## src/rtl/mem_access_unit.sv

```systemverilog
// mem_access_unit: MEM-stage load/store unit between EX/MEM and a big-endian,
// byte-addressed data memory with combinational 32-bit reads and clocked
// 32-bit writes. Extracts and extends sub-word loads, turns byte/half stores
// into a two-cycle read-modify-write, and optionally traps misaligned accesses.
//
// Configuration macro: MAU_MISALIGN_TRAP_EN
//   defined   - misaligned word/half accesses are suppressed and flagged.
//   undefined - misaligned is tied to 0 and low offset bits are forced to
//               natural alignment, so the access proceeds.
//
// Ports:
//   clk, rst          clock, synchronous active-high reset
//   req_*             memory operation held in EX/MEM (valid, write, size,
//                     unsigned, byte address, right-justified store data)
//   stall             hold EX/MEM and earlier stages (combinational)
//   load_valid/data   registered, extended load result (1-cycle latency)
//   misaligned        registered one-cycle alignment error pulse
//   dm_*              data memory port (read/write enables, word address,
//                     write word, combinational read word)
module mem_access_unit #(
    parameter int unsigned ADDR_W = 32
) (
    input  logic              clk,
    input  logic              rst,
    input  logic              req_valid,
    input  logic              req_write,
    input  logic [1:0]        req_size,
    input  logic              req_unsigned,
    input  logic [ADDR_W-1:0] req_addr,
    input  logic [31:0]       req_wdata,
    output logic              stall,
    output logic              load_valid,
    output logic [31:0]       load_data,
    output logic              misaligned,
    output logic              dm_memRead,
    output logic              dm_memWrite,
    output logic [ADDR_W-1:0] dm_address,
    output logic [31:0]       dm_writeData,
    input  logic [31:0]       dm_readData
);

    localparam int unsigned DATA_W = 32;

    typedef enum logic {
        IDLE   = 1'b0,
        RMW_WR = 1'b1
    } state_e;

    state_e              state_q, state_d;
    logic [DATA_W-1:0]   merge_q, merge_d;
    logic [ADDR_W-1:0]   addr_q, addr_d;
    logic                load_valid_q, load_valid_d;
    logic [DATA_W-1:0]   load_data_q, load_data_d;
    logic                misaligned_q, misaligned_d;

    // Size decode; reserved size 2'b11 behaves as a word.
    logic is_word, is_half, is_byte;
    assign is_word = req_size[1];
    assign is_half = (req_size == 2'b01);
    assign is_byte = (req_size == 2'b00);

    logic [ADDR_W-1:0] word_addr;
    assign word_addr = {req_addr[ADDR_W-1:2], 2'b00};

    // Effective byte offset and alignment error.
    logic [1:0] offset;
    logic       misalign;
`ifdef MAU_MISALIGN_TRAP_EN
    assign offset   = req_addr[1:0];
    assign misalign = (is_word && (req_addr[1:0] != 2'b00)) ||
                      (is_half && req_addr[0]);
`else
    always_comb begin
        if (is_word)      offset = 2'b00;
        else if (is_half) offset = {req_addr[1], 1'b0};
        else              offset = req_addr[1:0];
    end
    assign misalign = 1'b0;
`endif

    // Big-endian lane selection from the read word.
    logic [7:0]  byte_lane;
    logic [15:0] half_lane;
    always_comb begin
        case (offset)
            2'd0:    byte_lane = dm_readData[31:24];
            2'd1:    byte_lane = dm_readData[23:16];
            2'd2:    byte_lane = dm_readData[15:8];
            default: byte_lane = dm_readData[7:0];
        endcase
        half_lane = offset[1] ? dm_readData[15:0] : dm_readData[31:16];
    end

    // Sign/zero-extended load result.
    logic [DATA_W-1:0] load_ext;
    always_comb begin
        if (is_byte)
            load_ext = {{24{~req_unsigned & byte_lane[7]}}, byte_lane};
        else if (is_half)
            load_ext = {{16{~req_unsigned & half_lane[15]}}, half_lane};
        else
            load_ext = dm_readData;
    end

    // Read word with the target lane replaced by the store data.
    logic [DATA_W-1:0] merged;
    always_comb begin
        merged = dm_readData;
        if (is_byte) begin
            case (offset)
                2'd0:    merged[31:24] = req_wdata[7:0];
                2'd1:    merged[23:16] = req_wdata[7:0];
                2'd2:    merged[15:8]  = req_wdata[7:0];
                default: merged[7:0]   = req_wdata[7:0];
            endcase
        end else if (offset[1]) begin
            merged[15:0] = req_wdata[15:0];
        end else begin
            merged[31:16] = req_wdata[15:0];
        end
    end

    // Next state and memory-side controls. Reset suppresses every side
    // effect, including the pending write of an interrupted read-modify-write.
    always_comb begin
        state_d      = state_q;
        merge_d      = merge_q;
        addr_d       = addr_q;
        load_valid_d = 1'b0;
        load_data_d  = load_data_q;
        misaligned_d = 1'b0;
        stall        = 1'b0;
        dm_memRead   = 1'b0;
        dm_memWrite  = 1'b0;
        dm_writeData = '0;
        dm_address   = word_addr;
        if (!rst) begin
            case (state_q)
                IDLE: begin
                    if (req_valid) begin
                        if (misalign) begin
                            misaligned_d = 1'b1;
                        end else if (!req_write) begin
                            dm_memRead   = 1'b1;
                            load_valid_d = 1'b1;
                            load_data_d  = load_ext;
                        end else if (is_word) begin
                            dm_memWrite  = 1'b1;
                            dm_writeData = req_wdata;
                        end else begin
                            dm_memRead = 1'b1;
                            stall      = 1'b1;
                            merge_d    = merged;
                            addr_d     = word_addr;
                            state_d    = RMW_WR;
                        end
                    end
                end
                RMW_WR: begin
                    // Request inputs are ignored; the captured address is used.
                    dm_address   = addr_q;
                    dm_memWrite  = 1'b1;
                    dm_writeData = merge_q;
                    state_d      = IDLE;
                end
                default: state_d = IDLE;
            endcase
        end
    end

    // State and registered outputs.
    always_ff @(posedge clk) begin
        if (rst) begin
            state_q      <= IDLE;
            merge_q      <= '0;
            addr_q       <= '0;
            load_valid_q <= 1'b0;
            load_data_q  <= '0;
            misaligned_q <= 1'b0;
        end else begin
            state_q      <= state_d;
            merge_q      <= merge_d;
            addr_q       <= addr_d;
            load_valid_q <= load_valid_d;
            load_data_q  <= load_data_d;
            misaligned_q <= misaligned_d;
        end
    end

    assign load_valid = load_valid_q;
    assign load_data  = load_data_q;
    assign misaligned = misaligned_q;

endmodule

```

## config.mk

```make
export PLATFORM = sky130hd
export DESIGN_NAME = mem_access_unit
export DESIGN_NICKNAME = d
export VERILOG_FILES = /design/src/rtl/mem_access_unit.sv
export SDC_FILE = /design/constraint.sdc
export NUM_CORES = 1
export LEC_CHECK = 0
export ABC_AREA = 1
export BUFFER_PORTS_ARGS = -buffer_cell sky130_fd_sc_hd__buf_2
export CAP_MARGIN = 25
export CELL_PAD_IN_SITES_DETAIL_PLACEMENT = 2
export CELL_PAD_IN_SITES_GLOBAL_PLACEMENT = 2
export CORE_MARGIN = 8
export CORE_UTILIZATION = 28
export CTS_CLUSTER_DIAMETER = 100
export DETAILED_ROUTE_END_ITERATION = 6
export PLACE_DENSITY = 0.95
export SETUP_SLACK_MARGIN = 0.1
export SYNTH_ARGS = -nofsm -noshare
export SYNTH_HDL_FRONTEND = slang
export SYNTH_SLANG_ARGS = --single-unit
```

## constraint.sdc

```tcl
create_clock -name clk -period 3.4 [get_ports clk]
set_input_delay 1.02 -clock clk [delete_from_list [all_inputs] [get_ports clk]]
set_output_delay 1.02 -clock clk [all_outputs]
set_load 0.1 [all_outputs]
```

### After elaboration in Yosys (flattened, before gate mapping)

Index checks and enable logic that the tools add are counted.

| cells by class | value |
|---|---|
| reductions and logical operators | 6 |
| equality and inequality tests | 3 |
| multiplexer cells | 36 |
| bitwise logic cells | 7 |

Operators with widths:

| cell | number |
|---|---|
| 32-bit two-way mux | 9 |
| 32-bit one-hot mux with 2 select lines | 1 |
| 16-bit two-way mux | 3 |
| 8-bit two-way mux | 4 |
| 8-bit one-hot mux with 3 select lines | 1 |
| 1-bit two-way mux | 15 |
| 3-bit OR reduction | 2 |
| 1-bit inverter | 5 |
| 2-bit by 1-bit equality test with 1-bit output (second input constant) | 2 |
| 2-bit logical NOT | 2 |
| 1-bit one-hot mux with 2 select lines | 2 |
| 4-bit AND reduction | 1 |
| 3-bit AND reduction | 1 |
| 1-bit bitwise AND | 2 |
| 2-bit equality test (second input constant) | 1 |
| 2-bit two-way mux | 1 |

| word-level totals | value |
|---|---|
| flip-flop bits (word level) | 96 |
| input bits | 103 |
| output and inout bits | 101 |
| logic and storage cells | 57 |

### Depth between registers and ports, before layout

| logic depth | value |
|---|---|
| depth after elaboration | 7 |
| mapped depth | 9 |
| gate-level depth less buffers | 8 |

### Least setup slack after synthesis

OpenSTA, ideal clock, no wires.

| path | value |
|---|---|
| path type | input-to-output |
| from | input rst |
| to | output dm_memWrite |
| slack | -1110 ps |
| required time | 2380 ps |
| stages | 2 |
| arrival | 3490 ps |
| cells stage by stage | clkbuf_1 -> o31ai_1 |

| between the ends | value |
|---|---|
| word-level cells in the longest chain between the ends | 1 |

RTL lines:

| what | RTL line | text |
|---|---|---|
| start, declared | 24 | `input logic rst,` |
| 1-bit two-way mux | 137 | `if (!rst) begin` |
| end, declared | 36 | `output logic dm_memWrite,` |

No other way between the ends.

### Worst setup path after layout

| path | value |
|---|---|
| from | input req_valid |
| to | output dm_writeData[28] |

| between the ends | value |
|---|---|
| word-level cells in the longest chain between the ends | 3 |

RTL lines:

| what | RTL line | text |
|---|---|---|
| start, declared | 25 | `input logic req_valid,` |
| 32-bit two-way mux | 140 | `if (req_valid) begin` |
| 32-bit one-hot mux with 2 select lines | 138 | `case (state_q)` |
| 32-bit two-way mux | 137 |  |
| end, declared | 38 | `output logic [31:0] dm_writeData,` |

No other way between the ends.

==> results.ini <==
[status]
run_status = complete, no violations

[worst_setup_path]
start_kind = input pin
worst-setup-path-type = input pin to output port
crit_fanout = 8
critPathCaptureType = output port
cp.required_ns = 2.38
arrival_ns = 2.31

[timing]
rsz0062_at_grt = false
tns_ns = 0
tightest_slew_ns = 0.989
fin_crit_sh_pct = 98.1
min_period_ns = 3.33
skew_ns = 0.00901
max_freq_ghz = 0.300
finalMaxSlewViolations = 0
setup_viol = 0
holdWs_ns = 0.487
hold_violations = 0
slew_headroom_pct = 34.1

[die]
die_area_mm2 = 0.0266
die_w_um = 163
die_y_um = 163
ios = 204
start_util_pct = 28.1
placementRows = 54
fp.coreArea_mm2 = 0.0216

[synthesis]
avgSynthCellArea_um2 = 6.39
synthCells = 948
synth_cell_types = 29
ys_top_cells_by_area = dfxtp_1 32%, a21oi_1 14%, nand2_1 12%, o21ai_0 12%, mux2_2 5.6%
synth.most_common_cell = nand2_1
ys_top_cells_by_count = 199 x nand2_1, 166 x a21oi_1, 140 x o21ai_0, 96 x dfxtp_1, 79 x inv_1
synth_top_flop_cell = dfxtp_1
asyncSetResetFlopFracSynth_pct = 0
ys_seq_area_share_pct = 31.7
yosysTopAreaCell = dfxtp_1
synthesis.area_mm2 = 0.00606
ys_seq_elements = 96
synth_top_area_share_pct = 31.7
synth_edf_count = 0
yosys_warnings = 0

[global_route]
grt_use_met3_pct = 4.18
grt_busiest_layer = met2
overflow = 0
grt.total_usage_pct = 23.3
grt_pass1_vias = 8133
grt_use_met1_pct = 27.6
grt_use_met2_pct = 40.2
grt_pass1_wl_um = 47900
antenna_found_initial = 9
grt_max_degree = 95

[cells_and_area]
syn_to_final_growth_pct = 48.1
fin_nets = 1210
fillers = 2518
final_cell_area_mm2 = 0.00897
layout-drive-gt1-share_pct = 30.7
utilization_pct = 41.6

[power]
comb_power_share_pct = 34.4
swShare_pct = 39.9
power.total_mw = 3.49
intPower_mw = 2.10
p_switching_mw = 1.39
p_seq_share_pct = 35.2
ir_drop_v = 0.000240
p_leak_nw = 3.98
p_per_area_mw_per_mm2 = 389
pwr-share-clk_pct = 30.4

[route]
firstDrtPassIters = 5
drt-total-wl_um = 33400
wl_per_cell_um = 23.9
post_drt_via_cell_ratio = 5.44
vias = 7613
remaining_drc_errors = 0
antenna_left = 0
drtIter0Drc = 567

[placed_design]
hpwlAfterDp_um = 23700
numPortBuffers = 200
place_area_mm2 = 0.00858
gp_congestion = 0.858

[cts]
clock_sinks = 96
cts_tree = done
postCtsHoldBufs = 0
h-tree-depth = 3
numCtsBuffers = 9
clk_pin_slew_ns = 0.07
cts-root-buf = clkbuf_16
cts.path.max_buffers = 2
clock_latency_ns = 0.36

[worst_hold_path]
hp-class = flip-flop to flip-flop

[run]
maxCapViolations = 0

## critical path, stage by stage
cell	delay (ns)
buf_2	0.12
inv_2	0.07
nor2_4	0.19
nand2_2	0.11
clkinv_4	0.12
clkbuf_16	0.18
nand2_1	0.10
a21oi_4	0.20
buf_12	0.19
## cells in the final DEF, fill, tap and decap left out, types with 6 or more instances in the layout
cell type / netlist / routed
nand2_2: 4 / 6
nand4_1: 7 / 7
clkbuf_16: 0 / 11
nand2_1: 199 / 197
mux2_2: 30 / 30
nand3_1: 41 / 40
buf_4: 5 / 17
buf_12: 0 / 69
buf_2: 30 / 134
inv_1: 79 / 75
inv_2: 6 / 9
diode_2: 0 / 8
a21oi_4: 0 / 28
o21ai_1: 8 / 8
dfxtp_1: 96 / 96
a21oi_2: 10 / 13
a21oi_1: 166 / 135
nor2_1: 69 / 67
o21ai_0: 140 / 140
## power by group through the flow
stage               Combinational [mW]  Sequential, mW  Clock, mW
floorplan                        0.596            1.43          0
finish                            1.20            1.23       1.06
detailed placement                1.17            1.25          0
global placement                  1.13            1.25          0
global route                      1.26            1.24       1.12
CTS                               1.18            1.23       1.08
## metal layers
metal	up-vias	part of all wire [%]
li1	3462	-
met5	-	0.048
met3	69	5.3
met4	4	4.0
met1	3799	40
met2	279	50
## repair_timing
item / 4_1_cts / 5_1_grt
cloned: 0 / 3
pin swaps: 0 / 3
resized for setup: 1 / 6
setup endpoints to repair: 31 / 31
buffers inserted: 0 / 1
## through the flow
step	std cells	worst slack [ns]
detailed placement	1372	0.0500
global placement	1372	0.178
CTS	1387	0.0870
global route	1398	0.0341
finish	1399	0.0657
floorplan	950	-0.202
## path summary, 6_finish.rpt
check / from / to / slack [ns] / depth (start not counted)
max: req_valid / dm_writeData[28] / 0.07 / 9
min: addr_q[3]$_SDFFE_PP0P_ / addr_q[3]$_SDFFE_PP0P_ / 0.49 / 2
max reg2reg: state_q$_SDFF_PP0_ / merge_q[30]$_SDFFE_PP0P_ / 1.14 / 8
min reg2reg: addr_q[3]$_SDFFE_PP0P_ / addr_q[3]$_SDFFE_PP0P_ / 0.49 / 2
## logic make-up (layout without fill, tap and decap cells)
group,count (synthesis),count (layout),share of synthesized area (%)
AO/OA/AOI/OAI,326,326,27.7
buffers and inverters,162,323,11.5
flip-flops,96,96,31.7
multiplexers,30,30,5.58
other,1,11,0.0619
AND/OR/NAND/NOR,333,333,23.5
## flip-flops by register name, indices dropped and copies added, names as in the netlist
signal / cells
state_q: 1
load_valid: 1
addr_q: 30
load_data: 32
merge_q: 32
## final cells by class
type                            count  area, um2  area share (%)
Clock inverter                      4       45.0           0.502
Clock buffer                       11        243            2.71
Timing Repair Buffer              223       2240            25.0
Sequential cell                    96       1920            21.4
Multi-Input combinational cell    692       3820            42.6
Tap cell                          280        350            3.91
Antenna cell                        8       20.0           0.223
Inverter                           85        324            3.61
(Power assumes the default switching activity.)
